===== config.mk =====
export PLATFORM = sky130hd
export DESIGN_NAME = change_return_controller_flat
export DESIGN_NICKNAME = d
export VERILOG_FILES = /design/src/rtl/change_return_controller_if.sv /design/src/rtl/change_return_controller.sv /design/src/flat_wrapper.sv
export SDC_FILE = /design/constraint.sdc
export NUM_CORES = 1
export LEC_CHECK = 0
export BUFFER_PORTS_ARGS = -buffer_cell sky130_fd_sc_hd__buf_2
export CAP_MARGIN = 20
export CORE_AREA = 2 2 65 67
export CTS_BUF_LIST = sky130_fd_sc_hd__clkbuf_4 sky130_fd_sc_hd__clkbuf_8
export CTS_CLUSTER_DIAMETER = 150
export DETAILED_ROUTE_END_ITERATION = 16
export DIE_AREA = 0 0 67 69
export PLACE_DENSITY = 0.84
export SYNTH_ARGS = -nofsm -noshare
export SYNTH_HDL_FRONTEND = slang
export SYNTH_SLANG_ARGS = --single-unit

===== constraint.sdc =====
create_clock -name clk -period 4.2 [get_ports clk]
set_input_delay 0.84 -clock clk [delete_from_list [all_inputs] [get_ports clk]]
set_output_delay 0.84 -clock clk [all_outputs]
set_load 0.03 [all_outputs]

===== src/rtl/change_return_controller_if.sv =====
// ----------------------------------------------------------------------------
// change_return_controller_if
//
// Purpose: bundles the signals exchanged between the change-return controller
// and its environment (the next-total calculator and the coin/item front end).
//
// Signals:
//   i_input_coin      coins inserted this cycle, bit i = denomination i
//   o_output_item     items dispensed this cycle (driven by the calculator)
//   i_trigger_return  user return request, level, sampled every cycle
//   current_total     registered credit held by the calculator
//   wait_time         remaining idle cycles (registered)
//   o_return_coin     one-hot coin returned this cycle (combinational)
//   o_returning       high while the controller is returning change
//   o_return_cnt      per-denomination return counters, only when the
//                     VM_RETURN_STATS_EN macro is defined
//
// Modports:
//   master  environment side: drives coin/item/trigger/credit, observes outputs
//   slave   controller side
//
// Handshake: there is no valid/ready pair here. Every input is a level that
// is sampled on each rising clock edge; every output is valid continuously
// and is meaningful on every cycle.
// ----------------------------------------------------------------------------
interface change_return_controller_if #(
  parameter int K_NUM_COINS  = 3,
  parameter int K_NUM_ITEMS  = 4,
  parameter int K_TOTAL_BITS = 31
);

  logic [K_NUM_COINS-1:0]  i_input_coin;
  logic [K_NUM_ITEMS-1:0]  o_output_item;
  logic                    i_trigger_return;
  logic [K_TOTAL_BITS-1:0] current_total;
  logic [31:0]             wait_time;
  logic [K_NUM_COINS-1:0]  o_return_coin;
  logic                    o_returning;
`ifdef VM_RETURN_STATS_EN
  logic [K_NUM_COINS-1:0][15:0] o_return_cnt;
`endif

  modport master (
    output i_input_coin, o_output_item, i_trigger_return, current_total,
    input  wait_time, o_return_coin, o_returning
`ifdef VM_RETURN_STATS_EN
    , input o_return_cnt
`endif
  );

  modport slave (
    input  i_input_coin, o_output_item, i_trigger_return, current_total,
    output wait_time, o_return_coin, o_returning
`ifdef VM_RETURN_STATS_EN
    , output o_return_cnt
`endif
  );

endinterface


===== src/rtl/change_return_controller.sv =====
// ----------------------------------------------------------------------------
// change_return_controller
//
// Purpose: sequential companion to the vending machine's next-total
// calculator. It owns the idle timeout counter (wait_time) and the
// change-return FSM. When the user asks for change, or the machine sits idle
// for K_WAIT_TIME cycles, it returns the credit greedily, one coin per cycle,
// by asserting o_return_coin; the calculator subtracts that coin from
// current_total on the same clock edge.
//
// Ports:
//   clk        system clock, rising edge
//   reset_n    asynchronous active-low reset
//   bus        change_return_controller_if.slave (coin/item/trigger/credit
//              in, wait_time/o_return_coin/o_returning out)
//   dbg_state  current FSM state encoding (0 IDLE, 1 ACTIVE, 2 RETURN)
//
// Optional feature: define VM_RETURN_STATS_EN to add per-denomination
// returned-coin counters on bus.o_return_cnt (16-bit, wrapping, cleared only
// by reset). Without the macro the counters do not exist and all other
// behaviour is unchanged.
//
// The denomination table holds exactly three coins, ordered smallest first.
// ----------------------------------------------------------------------------
module change_return_controller #(
  parameter int K_NUM_COINS  = 3,
  parameter int K_NUM_ITEMS  = 4,
  parameter int K_TOTAL_BITS = 31,
  parameter int K_WAIT_TIME  = 100,
  parameter int COIN0_VALUE  = 100,
  parameter int COIN1_VALUE  = 500,
  parameter int COIN2_VALUE  = 1000
) (
  input  logic                       clk,
  input  logic                       reset_n,
  change_return_controller_if.slave  bus,
  output logic [1:0]                 dbg_state
);

  typedef enum logic [1:0] {
    S_IDLE   = 2'd0,
    S_ACTIVE = 2'd1,
    S_RETURN = 2'd2
  } state_t;

  localparam logic [31:0] WAIT_RELOAD = 32'(K_WAIT_TIME);

  // Denomination values at the credit width, smallest first.
  localparam logic [K_TOTAL_BITS-1:0] COIN_VALUE [3] = '{
    K_TOTAL_BITS'(COIN0_VALUE),
    K_TOTAL_BITS'(COIN1_VALUE),
    K_TOTAL_BITS'(COIN2_VALUE)
  };

  state_t                 state_q;
  state_t                 state_d;
  logic [31:0]            wait_q;
  logic [31:0]            wait_d;
  logic [K_NUM_COINS-1:0] coins_in;
  logic [K_NUM_ITEMS-1:0] items_out;
  logic                   coin_seen;
  logic                   reload;
  logic                   below_min;
  logic [K_NUM_COINS-1:0] return_coin;

  assign coins_in  = bus.i_input_coin;
  assign items_out = bus.o_output_item;
  assign coin_seen = |coins_in;
  // Any customer activity restarts the idle timer while ACTIVE.
  assign reload    = coin_seen | (|items_out);
  assign below_min = bus.current_total < COIN_VALUE[0];

  // --------------------------------------------------------------------------
  // State register
  // --------------------------------------------------------------------------
  always_ff @(posedge clk or negedge reset_n) begin
    if (!reset_n) begin
      state_q <= S_IDLE;
      wait_q  <= '0;
    end else begin
      state_q <= state_d;
      wait_q  <= wait_d;
    end
  end

  // --------------------------------------------------------------------------
  // Next state and timer
  //
  // In ACTIVE the priority is: return request, then reload, then timeout,
  // then plain decrement. The timeout fires on wait_time==1 so the timer
  // reads 0 on the same cycle the FSM enters RETURN.
  // --------------------------------------------------------------------------
  always_comb begin
    state_d = state_q;
    wait_d  = wait_q;
    case (state_q)
      S_IDLE: begin
        wait_d = '0;
        if (coin_seen) begin
          state_d = S_ACTIVE;
          wait_d  = WAIT_RELOAD;
        end
      end

      S_ACTIVE: begin
        if (bus.i_trigger_return) begin
          state_d = S_RETURN;
          wait_d  = '0;
        end else if (reload) begin
          wait_d  = WAIT_RELOAD;
        end else if (wait_q == 32'd1) begin
          state_d = S_RETURN;
          wait_d  = '0;
        end else if (wait_q != 32'd0) begin
          wait_d  = wait_q - 32'd1;
        end
      end

      S_RETURN: begin
        // Coins inserted or return requests here are ignored by the FSM;
        // inserted coins reach current_total upstream and get returned too.
        wait_d = '0;
        if (below_min) begin
          state_d = S_IDLE;
        end
      end

      default: begin
        state_d = S_IDLE;
        wait_d  = '0;
      end
    endcase
  end

  // --------------------------------------------------------------------------
  // Greedy coin selection: ascending scan, so the last denomination that fits
  // is the largest one. Only ever one bit set, and only in RETURN.
  // --------------------------------------------------------------------------
  always_comb begin
    return_coin = '0;
    if (state_q == S_RETURN) begin
      for (int i = 0; i < 3; i++) begin
        if (bus.current_total >= COIN_VALUE[i]) begin
          return_coin = K_NUM_COINS'(1) << i;
        end
      end
    end
  end

  assign bus.o_return_coin = return_coin;
  assign bus.o_returning   = (state_q == S_RETURN);
  assign bus.wait_time     = wait_q;
  assign dbg_state         = state_q;

`ifdef VM_RETURN_STATS_EN
  // --------------------------------------------------------------------------
  // Returned-coin statistics, one wrapping counter per denomination.
  // --------------------------------------------------------------------------
  logic [K_NUM_COINS-1:0][15:0] cnt_q;

  always_ff @(posedge clk or negedge reset_n) begin
    if (!reset_n) begin
      cnt_q <= '0;
    end else begin
      for (int i = 0; i < K_NUM_COINS; i++) begin
        if (return_coin[i]) begin
          cnt_q[i] <= cnt_q[i] + 16'd1;
        end
      end
    end
  end

  assign bus.o_return_cnt = cnt_q;
`endif

endmodule

===== src/flat_wrapper.sv =====
// flat-port wrapper written by rule: the top's interface ports become plain ports
module change_return_controller_flat 
#(
  parameter int K_NUM_COINS  = 3,
  parameter int K_NUM_ITEMS  = 4,
  parameter int K_TOTAL_BITS = 31,
  parameter int K_WAIT_TIME  = 100,
  parameter int COIN0_VALUE  = 100,
  parameter int COIN1_VALUE  = 500,
  parameter int COIN2_VALUE  = 1000
)
  (clk, reset_n, dbg_state, bus_i_input_coin, bus_o_output_item, bus_i_trigger_return, bus_current_total, bus_wait_time, bus_o_return_coin, bus_o_returning);
  change_return_controller_if #(.K_NUM_COINS(K_NUM_COINS), .K_NUM_ITEMS(K_NUM_ITEMS), .K_TOTAL_BITS(K_TOTAL_BITS)) bus_i ();
  input  logic clk;
  input  logic reset_n;
  output logic [1:0] dbg_state;
  input wire logic [$bits(bus_i.i_input_coin)-1:0] bus_i_input_coin;
  input wire logic [$bits(bus_i.o_output_item)-1:0] bus_o_output_item;
  input wire logic [$bits(bus_i.i_trigger_return)-1:0] bus_i_trigger_return;
  input wire logic [$bits(bus_i.current_total)-1:0] bus_current_total;
  output wire logic [$bits(bus_i.wait_time)-1:0] bus_wait_time;
  output wire logic [$bits(bus_i.o_return_coin)-1:0] bus_o_return_coin;
  output wire logic [$bits(bus_i.o_returning)-1:0] bus_o_returning;
  assign bus_i.i_input_coin = bus_i_input_coin;
  assign bus_i.o_output_item = bus_o_output_item;
  assign bus_i.i_trigger_return = bus_i_trigger_return;
  assign bus_i.current_total = bus_current_total;
  assign bus_wait_time = bus_i.wait_time;
  assign bus_o_return_coin = bus_i.o_return_coin;
  assign bus_o_returning = bus_i.o_returning;
  change_return_controller #(.K_NUM_COINS(K_NUM_COINS), .K_NUM_ITEMS(K_NUM_ITEMS), .K_TOTAL_BITS(K_TOTAL_BITS), .K_WAIT_TIME(K_WAIT_TIME), .COIN0_VALUE(COIN0_VALUE), .COIN1_VALUE(COIN1_VALUE), .COIN2_VALUE(COIN2_VALUE)) u_core (.clk(clk), .reset_n(reset_n), .bus(bus_i), .dbg_state(dbg_state));
endmodule

[After elaboration in Yosys (flattened, before gate mapping)]
Index checks and enable logic that the tools add are counted.
Operators by class
  add/sub/neg operators: 1
  magnitude comparators: 4
  equality and inequality tests: 8
  mux-type cells: 16
  bitwise gates (word level): 1
  reductions and logical operators: 5
Operators with widths (count)
  32-bit two-way mux: 4
  32-bit case mux with 2 select lines: 1
  32-bit by 1-bit equality test with 1-bit output, second input constant: 1
  32-bit nonzero test: 1
  32-bit by 1-bit subtractor with 32-bit output, second input constant: 1
  31-bit by 10-bit >= comparator with 1-bit output, second input constant: 1
  31-bit by 7-bit >= comparator with 1-bit output, second input constant: 1
  31-bit by 9-bit >= comparator with 1-bit output, second input constant: 1
  31-bit by 7-bit less-than comparator with 1-bit output, second input constant: 1
  2-bit two-way mux: 6
  7-bit two-way mux: 1
  3-bit two-way mux: 2
  2-bit case mux with 3 select lines: 1
  5-bit by 2-bit != test with 1-bit output, second input constant: 1
  2-bit by 1-bit != test with 1-bit output, second input constant: 2
  4-bit AND reduction: 1
  4-bit OR reduction: 1
  3-bit by 2-bit != test with 1-bit output, second input constant: 1
  3-bit != test, second input constant: 1
  3-bit OR reduction: 1
  2-bit by 1-bit equality test with 1-bit output, second input constant: 1
  2-bit equality test, second input constant: 1
  2-bit zero test: 1
  1-bit two-way mux: 1
  1-bit bitwise OR: 1
Storage, ports and cells
  register bits after elaboration: 34

[Depth between registers and ports, before layout]
Gate-level depths: netlist of the first run.
  depth in word-level cells: 6
  mapped depth: 10
  mapped depth without buffers: 8

[Worst setup path before layout of the first run]
OpenSTA, ideal clock, no wires.
  path type: input to output
  start: input port bus_current_total[21]
  end: output port bus_o_return_coin[0]
  data arrival time: 2391 ps
  setup slack: 969 ps
  stages: 5
  cells stage by stage: nor4_1 -> nand2_1 -> nor4_1 -> and2_1 -> nor3b_1
On the way
  word-level cells in the longest chain between the ends: 5
  elaborated cells between the ends (all ways): 7
Ends and longest elaborated chain
  start: declaration: RTL line flat_wrapper.sv:20  | input wire logic [$bits(bus_i.current_total)-1:0] bus_current_total;
  31-bit by 7-bit >= comparator with 1-bit output: RTL line change_return_controller.sv:143  | if (bus.current_total >= COIN_VALUE[i]) begin
  1-bit two-way mux: RTL line change_return_controller.sv:143
  2-bit two-way mux: RTL line change_return_controller.sv:143
  3-bit two-way mux *: RTL line change_return_controller.sv:143
  3-bit two-way mux *: RTL line change_return_controller.sv:141  | if (state_q == S_RETURN) begin
  end: declaration: RTL line flat_wrapper.sv:22  | output wire logic [$bits(bus_i.o_return_coin)-1:0] bus_o_return_coin;
Mark *: on every way between the ends. The rest lies on a longest branch, timed or not.

[Final worst setup path of the first run]
  start: input port bus_current_total[12]
  end: output port bus_o_return_coin[0]
Same word-level chain as after synthesis.

==> results of run 1 <==
==> layer usage <==
layer / share of wire / vias to the layer above
met4: 0.012 / 0
met3: 0.057 / 5
met5: 0 / -
met2: 0.47 / 73
met1: 0.46 / 958
li1: - / 994
==> cells in the final DEF (no fill, tap or decap), drive strengths merged, types with 4 or more instances in the layout <==
cell type	instances
a21oi	9
and2	4
buf	77
clkbuf	7
dfrtp	34
inv	5
nand2	13
nand3	9
nand4	5
nor2	37
nor3	15
nor4	22
o21ai	8
or4	7
xnor2	7
xor2	17
==> layout make-up <==
| cell class | count | area [um2] | share of cell area |
|---|---|---|---|
| Multi-Input combinational cell | 184 | 1120 | 0.441 |
| Sequential cell | 34 | 851 | 0.336 |
| Timing Repair Buffer | 77 | 388 | 0.153 |
| Clock buffer | 7 | 90.1 | 0.0356 |
| Tap cell | 50 | 62.6 | 0.0247 |
| Inverter | 5 | 18.8 | 0.00741 |
| Clock inverter | 1 | 5.00 | 0.00198 |
==> cells by family after synthesis <==
| logic type | count (synthesis) |
|---|---|
| AND/OR/NAND/NOR | 127 |
| buffers and inverters | 11 |
| adder cells (fa/ha/maj) | 3 |
| AO/OA/AOI/OAI | 30 |
| flip-flops | 34 |
| XOR/XNOR | 24 |
==> worst reg2reg max path, cell delays in order (launching register included) <==
cell and delay [ns]:
dfrtp_1 0.43, or4_1 0.59, or4_4 0.56, or4_1 0.80, nand4b_1 0.25, xor2_1 0.17, nor2_1 0.06
==> state kept, by name (all words and copies together), names as in the netlist <==
register	count
u_core.bus.wait_time	32
u_core.dbg_state	2
==> report_power, final <==
group          internal (W)  switching (W)  total [W]
clock network      0.000139       0.000118   0.000257
logic              0.000217       0.000324   0.000541
registers          0.000352      0.0000408   0.000392
total              0.000707       0.000483    0.00119
==> path summary, 6_finish.rpt <==
kind | start | to | slack (ns)
setup / recovery | bus_current_total[12] | bus_o_return_coin[0] | 1.11
hold / removal | u_core.bus.wait_time[29] | u_core.bus.wait_time[29] | 0.56
setup reg to reg | u_core.bus.wait_time[24] | u_core.bus.wait_time[15] | 1.21
hold reg to reg | u_core.bus.wait_time[29] | u_core.bus.wait_time[29] | 0.56
max in group asynchronous | reset_n | u_core.bus.wait_time[0] | 3.11
min in group asynchronous | reset_n | u_core.bus.wait_time[18] | 0.61
==> stage by stage <==
step	area (um2)	total power [W]
CTS	2530	0.00119
global route	2530	0.00126
finish	2530	0.00119
floorplan	2020	0.000805
detailed placement	2440	0.000933
global placement	2440	0.000918
==> impl_metrics.yaml, run 1 <==
outcome:
  status: "finished, final reports clean"
final_layout:
  antenna_cells: 0
  layout.nets: 351
  area_growth_pct: 25.2
  stdcell_count: 358
  final_util: 0.647
  drive_gt1_frac: 0.299
  fillCellCount: 338
pwr:
  p_leak_nw: 1.27
  power_density_mw_per_mm2: 470
  vdd_ir_drop_max_mv: 0.332
sta:
  hold_viol: 0
  max_freq_mhz: 323
  relSlewSlack: 0.426
  period_share: 0.737
  final_max_slew_viol_count: 0
  final.setup.tns_ns: 0
  holdWs_ns: 0.565
  grt_setup_unrepaired: "no"
  fin_ws_ns: 1.11
  tightest_slew_ns: 0.854
  fin_crit_ns: 3.10
  setup-violations-final: 0
  clock_skew_ns: 0.0114
yosys:
  synthCells: 229
  synth_common_cells: "37 x nor2_1, 34 x dfrtp_1, 22 x nor4_1, 17 x xor2_1, 15 x nor3_1"
  yosysSeqAreaShare: 0.421
  synth_mux_area_frac: 0
  async_flop_share: 1.00
  synth_top_family_by_area: "simple AND/OR/NAND/NOR gates"
  yosysMostFrequentCell: "nor2_1"
  netlist_area_mm2: 0.00202
  synth_compound_area_frac: 0.0940
  syn_nets: 273
  yosysTopAreaCellShare: 0.421
  synth_cell_types: 39
  synth_edf_count: 0
  syn_area_per_cell_um2: 8.83
  yosysWarnings: 0
  synth_adder_area_share: 0.0186
  synth_top_area_cell: "dfrtp_1"
  yosys-top-cells-area: "dfrtp_1 42%, xor2_1 7.4%, nor2_1 6.9%"
  ys_dominant_reg_cell: "dfrtp_1"
  synth-simple-area-share: 0.333
  synth-xor-area-share: 0.104
  ys_ff_latch: 34
global_routing:
  grtUsageMet1: 0.300
  gr-max-usage-layer: "met2"
  met3_usage: 0.0587
  antenna_found_initial: 0
  grt_pass1_vias: 1937
  overflow: 0
  grt_max_degree: 35
  grt_pass1_wl_um: 8560
  gr-usage-all-layers: 0.233
  grt_util_met2: 0.376
worst_setup_path:
  rr_worst_depth: 6
  cp_top_family: "simple AND/OR/NAND/NOR gates"
  worstSetupStartpointType: "input pin"
  slowest_stage: "nor4_1"
  arrival_ns: 2.25
  max_stage_delay_ns: 0.35
  path_cells: "buf_2, nor4_1, nand2_1, nor4_1, and2_1, nor3b_1, buf_2"
  critPathKind: "input pin to output port"
  endpoint_kind: "output port"
  cp.depth: 7
  crit_fanout: 2
  required_ns: 3.36
  crit_buf_inv: 2
drt:
  drt_first_pass_iters: 4
  wl_per_cell_um: 13.9
  drt_iter0_markers: 150
  vias: 2030
  drc: 0
  routed_via_density: 5.67
  ant_nets: 0
  routed_wl_um: 4990
clock_tree:
  tritoncts: "yes"
  clk_pin_slew_worst_paths_ns: 0.06
  post_cts_buffers: 0
  clock_path_buffers: 2
  cts-root-buf: "clkbuf_8"
  cts.repair.resized: 0
  cts_hold_buffers: 0
  htreeDepth: 2
  clock_sinks: 34
  clk-insertion-delay-late_ns: 0.29
  cts_buffers: 5
placed_design:
  placed_cells: 350
  pre_cts_ws_ns: 1.08
  gp_congestion: 0.792
  port_buffers: 76
  dp_hpwl_um: 3700
worst_hold_path:
  hold_depth: 2
  hold_class: "flip-flop to flip-flop"
die:
  start_util: 0.517
  fp.dieW_um: 67
  core_area_mm2: 0.00391
  rows: 23
  die_y_um: 69
  io_pins: 79
  dieArea_mm2: 0.00462
run:
  max_cap_violations: 0
Power figures use the tool's default switching activity.
==> inputs of run 2 (changes only) <==
--- a/config.mk
+++ b/config.mk
@@ -7,12 +7,12 @@
 export LEC_CHECK = 0
 export BUFFER_PORTS_ARGS = -buffer_cell sky130_fd_sc_hd__buf_2
 export CAP_MARGIN = 20
-export CORE_AREA = 2 2 65 67
+export CORE_AREA = 2 2 70 72
 export CTS_BUF_LIST = sky130_fd_sc_hd__clkbuf_4 sky130_fd_sc_hd__clkbuf_8
 export CTS_CLUSTER_DIAMETER = 150
 export DETAILED_ROUTE_END_ITERATION = 16
-export DIE_AREA = 0 0 67 69
-export PLACE_DENSITY = 0.84
+export DIE_AREA = 0 0 72 74
+export PLACE_DENSITY = 0.77
 export SYNTH_ARGS = -nofsm -noshare
 export SYNTH_HDL_FRONTEND = slang
 export SYNTH_SLANG_ARGS = --single-unit
==> constraint.sdc (replaced) <==
create_clock -name clk -period 2.8 [get_ports clk]
set_input_delay 0.56 -clock clk [delete_from_list [all_inputs] [get_ports clk]]
set_output_delay 0.56 -clock clk [all_outputs]
set_load 0.03 [all_outputs]
==> impl_metrics.yaml, run 2 (same netlist as run 1, synthesis figures left out) <==
final_layout:
  fillCellCount: 429
  mostFrequentLayoutCell: "buf_2"
  drive_gt1_frac: 0.324
  antenna_cells: 0
  area_growth_pct: 30.2
  largest_reg_flops: 32
  fin_area_mm2: 0.00264
  stdcell_count: 372
  layout.nets: 363
  layout_common_cells: "76 x buf_2, 37 x nor2_1, 34 x dfrtp_1"
pwr:
  fin_total_pwr_w: 0.00178
  power_density_mw_per_mm2: 674
  p_leak_nw: 1.33
  vdd_ir_drop_max_mv: 0.396
die:
  rows: 25
  fp.dieW_um: 72
  io_pins: 79
  dieArea_mm2: 0.00533
  core_area_mm2: 0.00460
  die_y_um: 74
  start_util: 0.440
worst_setup_path:
  endpoint_kind: "flip-flop"
  path_cells: "or4_1, or4_4, or4_1, buf_4, nand4_1, xor2_1, nor2_1"
  r2r-start: "u_core.bus.wait_time[24]"
  worstSetupStartpointType: "flip-flop"
  crit_fanout: 7
  max_stage_delay_ns: 0.58
  rrSetupSlack_ns: 0.1
  required_ns: 2.98
  crit_path_start: "u_core.bus.wait_time[24]"
  r2r_end: "u_core.bus.wait_time[21]"
  crit_top_cell: "or4_1"
  arrival_ns: 2.88
  critPathKind: "flip-flop to flip-flop"
  rr_worst_depth: 7
  slowest_stage: "or4_1"
clock_tree:
  htreeDepth: 2
  clk_pin_slew_worst_paths_ns: 0.06
  cts.repair.resized: 0
  cts_buffers: 5
  clk-insertion-delay-late_ns: 0.29
  cts-root-buf: "clkbuf_8"
  cts_hold_buffers: 0
  tritoncts: "yes"
  clock_sinks: 34
  post_cts_buffers: 0
  clock_path_buffers: 2
outcome:
  status: "finished, final reports clean"
placed_design:
  port_buffers: 76
  place_area_mm2: 0.00255
  placed_cells: 366
  dp_hpwl_um: 3950
  gp_congestion: 0.826
sta:
  fin_crit_ns: 2.70
  final.setup.tns_ns: 0
  tightest_slew_ns: 0.761
  clock_skew_ns: 0.00590
  holdWs_ns: 0.343
  final_max_slew_viol_count: 0
  grt_setup_unrepaired: "no"
  setup-violations-final: 0
  relSlewSlack: 0.493
  period_share: 0.964
  max_freq_mhz: 370
  hold_viol: 0
global_routing:
  grt_max_degree: 35
  overflow: 0
  gr-usage-all-layers: 0.209
  antenna_found_initial: 0
  grt_pass1_wl_um: 8760
  grt_pass1_vias: 1935
drt:
  routed_wl_um: 5160
  drc: 0
  wl_per_cell_um: 13.9
  ant_nets: 0
  drt_first_pass_iters: 4
  vias: 2065
  routed_via_density: 5.55
  drt_iter0_markers: 103
run:
  max_cap_violations: 0
worst_hold_path:
  hold_class: "input pin to async pin"
[run 2: changes by cell type in the layout (fill, tap and decap cells not counted)]
cell,delta
clkbuf_4,-1
clkinv_2,-1
nor4_2,+1
nor4_1,-1
buf_12,+1
buf_4,+11
[run 2: worst max path at each step]
| stage | endpoint | slack [ns] |
|---|---|---|
| 6_report | u_core.bus.wait_time[21] | 0.1 |
| 5_1_grt | u_core.bus.wait_time[21] | 0.02 |
| 4_1_cts | u_core.bus.wait_time[21] | 0.12 |
| 3_5_place_dp | u_core.bus.wait_time[21] | 0.14 |
| 3_3_place_gp | u_core.bus.wait_time[21] | 0.17 |
| 2_1_floorplan | u_core.bus.wait_time[31] | 0.04 |
[run 2: cell type report]
| class | instances | area, um2 | area share |
|---|---|---|---|
| clock buffers | 6 | 82.6 | 0.0313 |
| inverters | 5 | 18.8 | 0.00712 |
| multi-input cells | 184 | 1120 | 0.427 |
| flip-flops and latches | 34 | 851 | 0.323 |
| well taps | 54 | 67.6 | 0.0256 |
| repair buffers | 89 | 490 | 0.186 |
[run 2: through the flow]
stage | setup WS (ns) | util
after CTS | 0.117 | 0.572
after detailed placement | 0.143 | 0.554
after global routing | 0.0190 | 0.573
after global placement | 0.166 | 0.554
after floorplan | 0.0389 | -
final | 0.0996 | 0.573
[run 2: critical path, delay by kind of cell (launching register included)]
family | cells | cell delay [ns]
buffers and inverters | 1 | 0.18
XOR/XNOR | 1 | 0.17
flip-flops | 1 | 0.37
AND/OR/NAND/NOR | 5 | 1.87
[run 2: layer usage]
metal  vias to the layer above  share of wire  GRT usage
met5                         -              0          0
met4                         0          0.012     0.0650
met3                         6          0.048     0.0461
met2                        64           0.51      0.361
met1                       976           0.43      0.264
li1                       1019              -          -
[run 2: power by group]
| part | leakage (nW) | switching, W | internal (W) |
|---|---|---|---|
| clock | 0.0431 | 0.000168 | 0.000189 |
| combinational | 0.817 | 0.000486 | 0.000344 |
| sequential | 0.466 | 0.0000617 | 0.000528 |
| total | 1.33 | 0.000715 | 0.00106 |
==> inputs of run 3 (changes only) <==
--- a/config.mk
+++ b/config.mk
@@ -7,12 +7,12 @@
 export LEC_CHECK = 0
 export BUFFER_PORTS_ARGS = -buffer_cell sky130_fd_sc_hd__buf_2
 export CAP_MARGIN = 20
-export CORE_AREA = 2 2 70 72
+export CORE_AREA = 5 5 73 75
 export CTS_BUF_LIST = sky130_fd_sc_hd__clkbuf_4 sky130_fd_sc_hd__clkbuf_8
 export CTS_CLUSTER_DIAMETER = 150
 export DETAILED_ROUTE_END_ITERATION = 16
-export DIE_AREA = 0 0 72 74
-export PLACE_DENSITY = 0.77
+export DIE_AREA = 0 0 78 80
+export PLACE_DENSITY = 0.82
 export SYNTH_ARGS = -nofsm -noshare
 export SYNTH_HDL_FRONTEND = slang
 export SYNTH_SLANG_ARGS = --single-unit
==> constraint.sdc (replaced) <==
create_clock -name clk -period 2.8 [get_ports clk]
set_input_delay 0.56 -clock clk [delete_from_list [all_inputs] [get_ports clk]]
set_output_delay 0.56 -clock clk [all_outputs]
set_load 0.1 [all_outputs]
==> impl_metrics.yaml, run 3 (same netlist as run 1, synthesis figures left out) <==
worst_setup_path:
  crit_buf_inv: 0
  slowest_stage: "or4_4"
  path_cells: "or4_4, or4_4, or4_4, o211ai_1, xor2_1, nor2_1"
  required_ns: 2.98
  max_stage_delay_ns: 0.56
  endpoint_kind: "flip-flop"
  crit_fanout: 5
  cp_top_family: "simple AND/OR/NAND/NOR gates"
  crit_top_cell: "or4_4"
  arrival_ns: 2.88
  critPathKind: "flip-flop to flip-flop"
  worstSetupStartpointType: "flip-flop"
final_layout:
  largest_reg_flops: 32
  drive_gt1_frac: 0.396
  mostFrequentLayoutCell: "buf_2"
  fin_area_mm2: 0.00273
  layout_common_cells: "74 x buf_2, 37 x nor2_1, 20 x nor4_1, 20 x dfrtp_1, 17 x xor2_1"
  layout.nets: 361
  antenna_cells: 0
  area_growth_pct: 35.1
  stdcell_count: 372
clock_tree:
  cts_buffers: 5
  htreeDepth: 2
  cts_hold_buffers: 0
  clock_sinks: 34
  clock_path_buffers: 2
  tritoncts: "yes"
  clk-insertion-delay-late_ns: 0.29
  post_cts_buffers: 0
  clk_pin_slew_worst_paths_ns: 0.07
  cts-root-buf: "clkbuf_8"
sta:
  tightest_slew_ns: 0.736
  setup-violations-final: 0
  fin_crit_ns: 2.70
  max_freq_mhz: 370
  fin_ws_ns: 0.101
  clock_skew_ns: 0.00702
  relSlewSlack: 0.509
  hold_viol: 0
  grt_setup_unrepaired: "yes"
  final_max_slew_viol_count: 0
  holdWs_ns: 0.323
  period_share: 0.964
global_routing:
  grt_pass1_vias: 2118
  grt_max_degree: 35
  grt_pass1_wl_um: 9350
  overflow: 0
  gr-usage-all-layers: 0.185
  antenna_found_initial: 0
die:
  core_area_mm2: 0.00460
  dieArea_mm2: 0.00624
  io_pins: 79
  fp.dieW_um: 78
  rows: 25
  die_y_um: 80
  start_util: 0.440
placed_design:
  gp_congestion: 0.876
  port_buffers: 76
  pre_cts_ws_ns: 0.131
  place_area_mm2: 0.00262
  placed_cells: 364
  dp_hpwl_um: 4260
outcome:
  status: "finished, final reports clean"
drt:
  wl_per_cell_um: 15.0
  drt_first_pass_iters: 4
  routed_via_density: 5.55
  vias: 2065
  drc: 0
  ant_nets: 0
  routed_wl_um: 5560
  drt_iter0_markers: 183
pwr:
  power_density_mw_per_mm2: 774
  vdd_ir_drop_max_mv: 0.692
  p_leak_nw: 1.30
run:
  max_cap_violations: 0
worst_hold_path:
  hold_class: "input pin to async pin"
==> run 3: changes by cell type in the layout (fill, tap and decap cells not counted), moves of 2 or more <==
cell,previous run,this run
dfrtp_4,0,3
nand3_1,8,5
nand3_2,1,4
buf_2,76,74
dfrtp_2,0,11
dfrtp_1,34,20
==> run 3: power by group <==
part	total, W	internal [W]	switching [W]	leakage [nW]
Combinational	0.00113	0.000372	0.000755	0.807
Clock	0.000388	0.000208	0.000180	0.0517
Sequential	0.000599	0.000535	0.0000648	0.443
==> run 3: path summary, 6_finish.rpt <==
kind | from | to | slack [ns] | cells after the start
setup / recovery | u_core.bus.wait_time[25] | u_core.bus.wait_time[12] | 0.10 | 6
hold / removal | reset_n | u_core.bus.wait_time[21] | 0.32 | 1
setup reg to reg | u_core.bus.wait_time[25] | u_core.bus.wait_time[12] | 0.10 | 6
hold reg to reg | u_core.bus.wait_time[31] | u_core.bus.wait_time[31] | 0.55 | 2
max in group asynchronous | reset_n | u_core.dbg_state[1] | 1.93 | 1
min in group clk | bus_i_trigger_return | u_core.dbg_state[0] | 0.50 | 2
==> run 3: per-layer routing <==
metal | up-vias | routed length [um] | track usage
li1 | 1012 | - | -
met1 | 964 | 2340 | 0.236
met2 | 81 | 2740 | 0.305
met3 | 8 | 386 | 0.0384
met4 | 0 | 93 | 0.0777
met5 | - | 0 | 0
==> run 3: final cells by class <==
class                      instances  area (um2)
clock buffer                       7        90.1
clock inverter                     1        5.00
sequential                        34         876
multi-input combinational        184        1180
fill                             406        1870
tap                               54        67.6
inverter                           5        22.5
timing repair buffer              87         493
==> run 3: what timing repair did <==
| action | 4_1_cts | 5_1_grt |
|---|---|---|
| resized for setup | 0 | 3 |
| setup endpoints to repair | 0 | 3 |
| hold endpoints to repair | 0 | 0 |
==> run 3: metrics by stage <==
step            util  power, W  setup TNS (ns)
2_1_floorplan      -   0.00150         -0.0339
3_3_place_gp   0.570   0.00170               0
3_5_place_dp   0.570   0.00171               0
4_1_cts        0.590   0.00211               0
5_1_grt        0.594   0.00224               0
6_report       0.594   0.00211               0
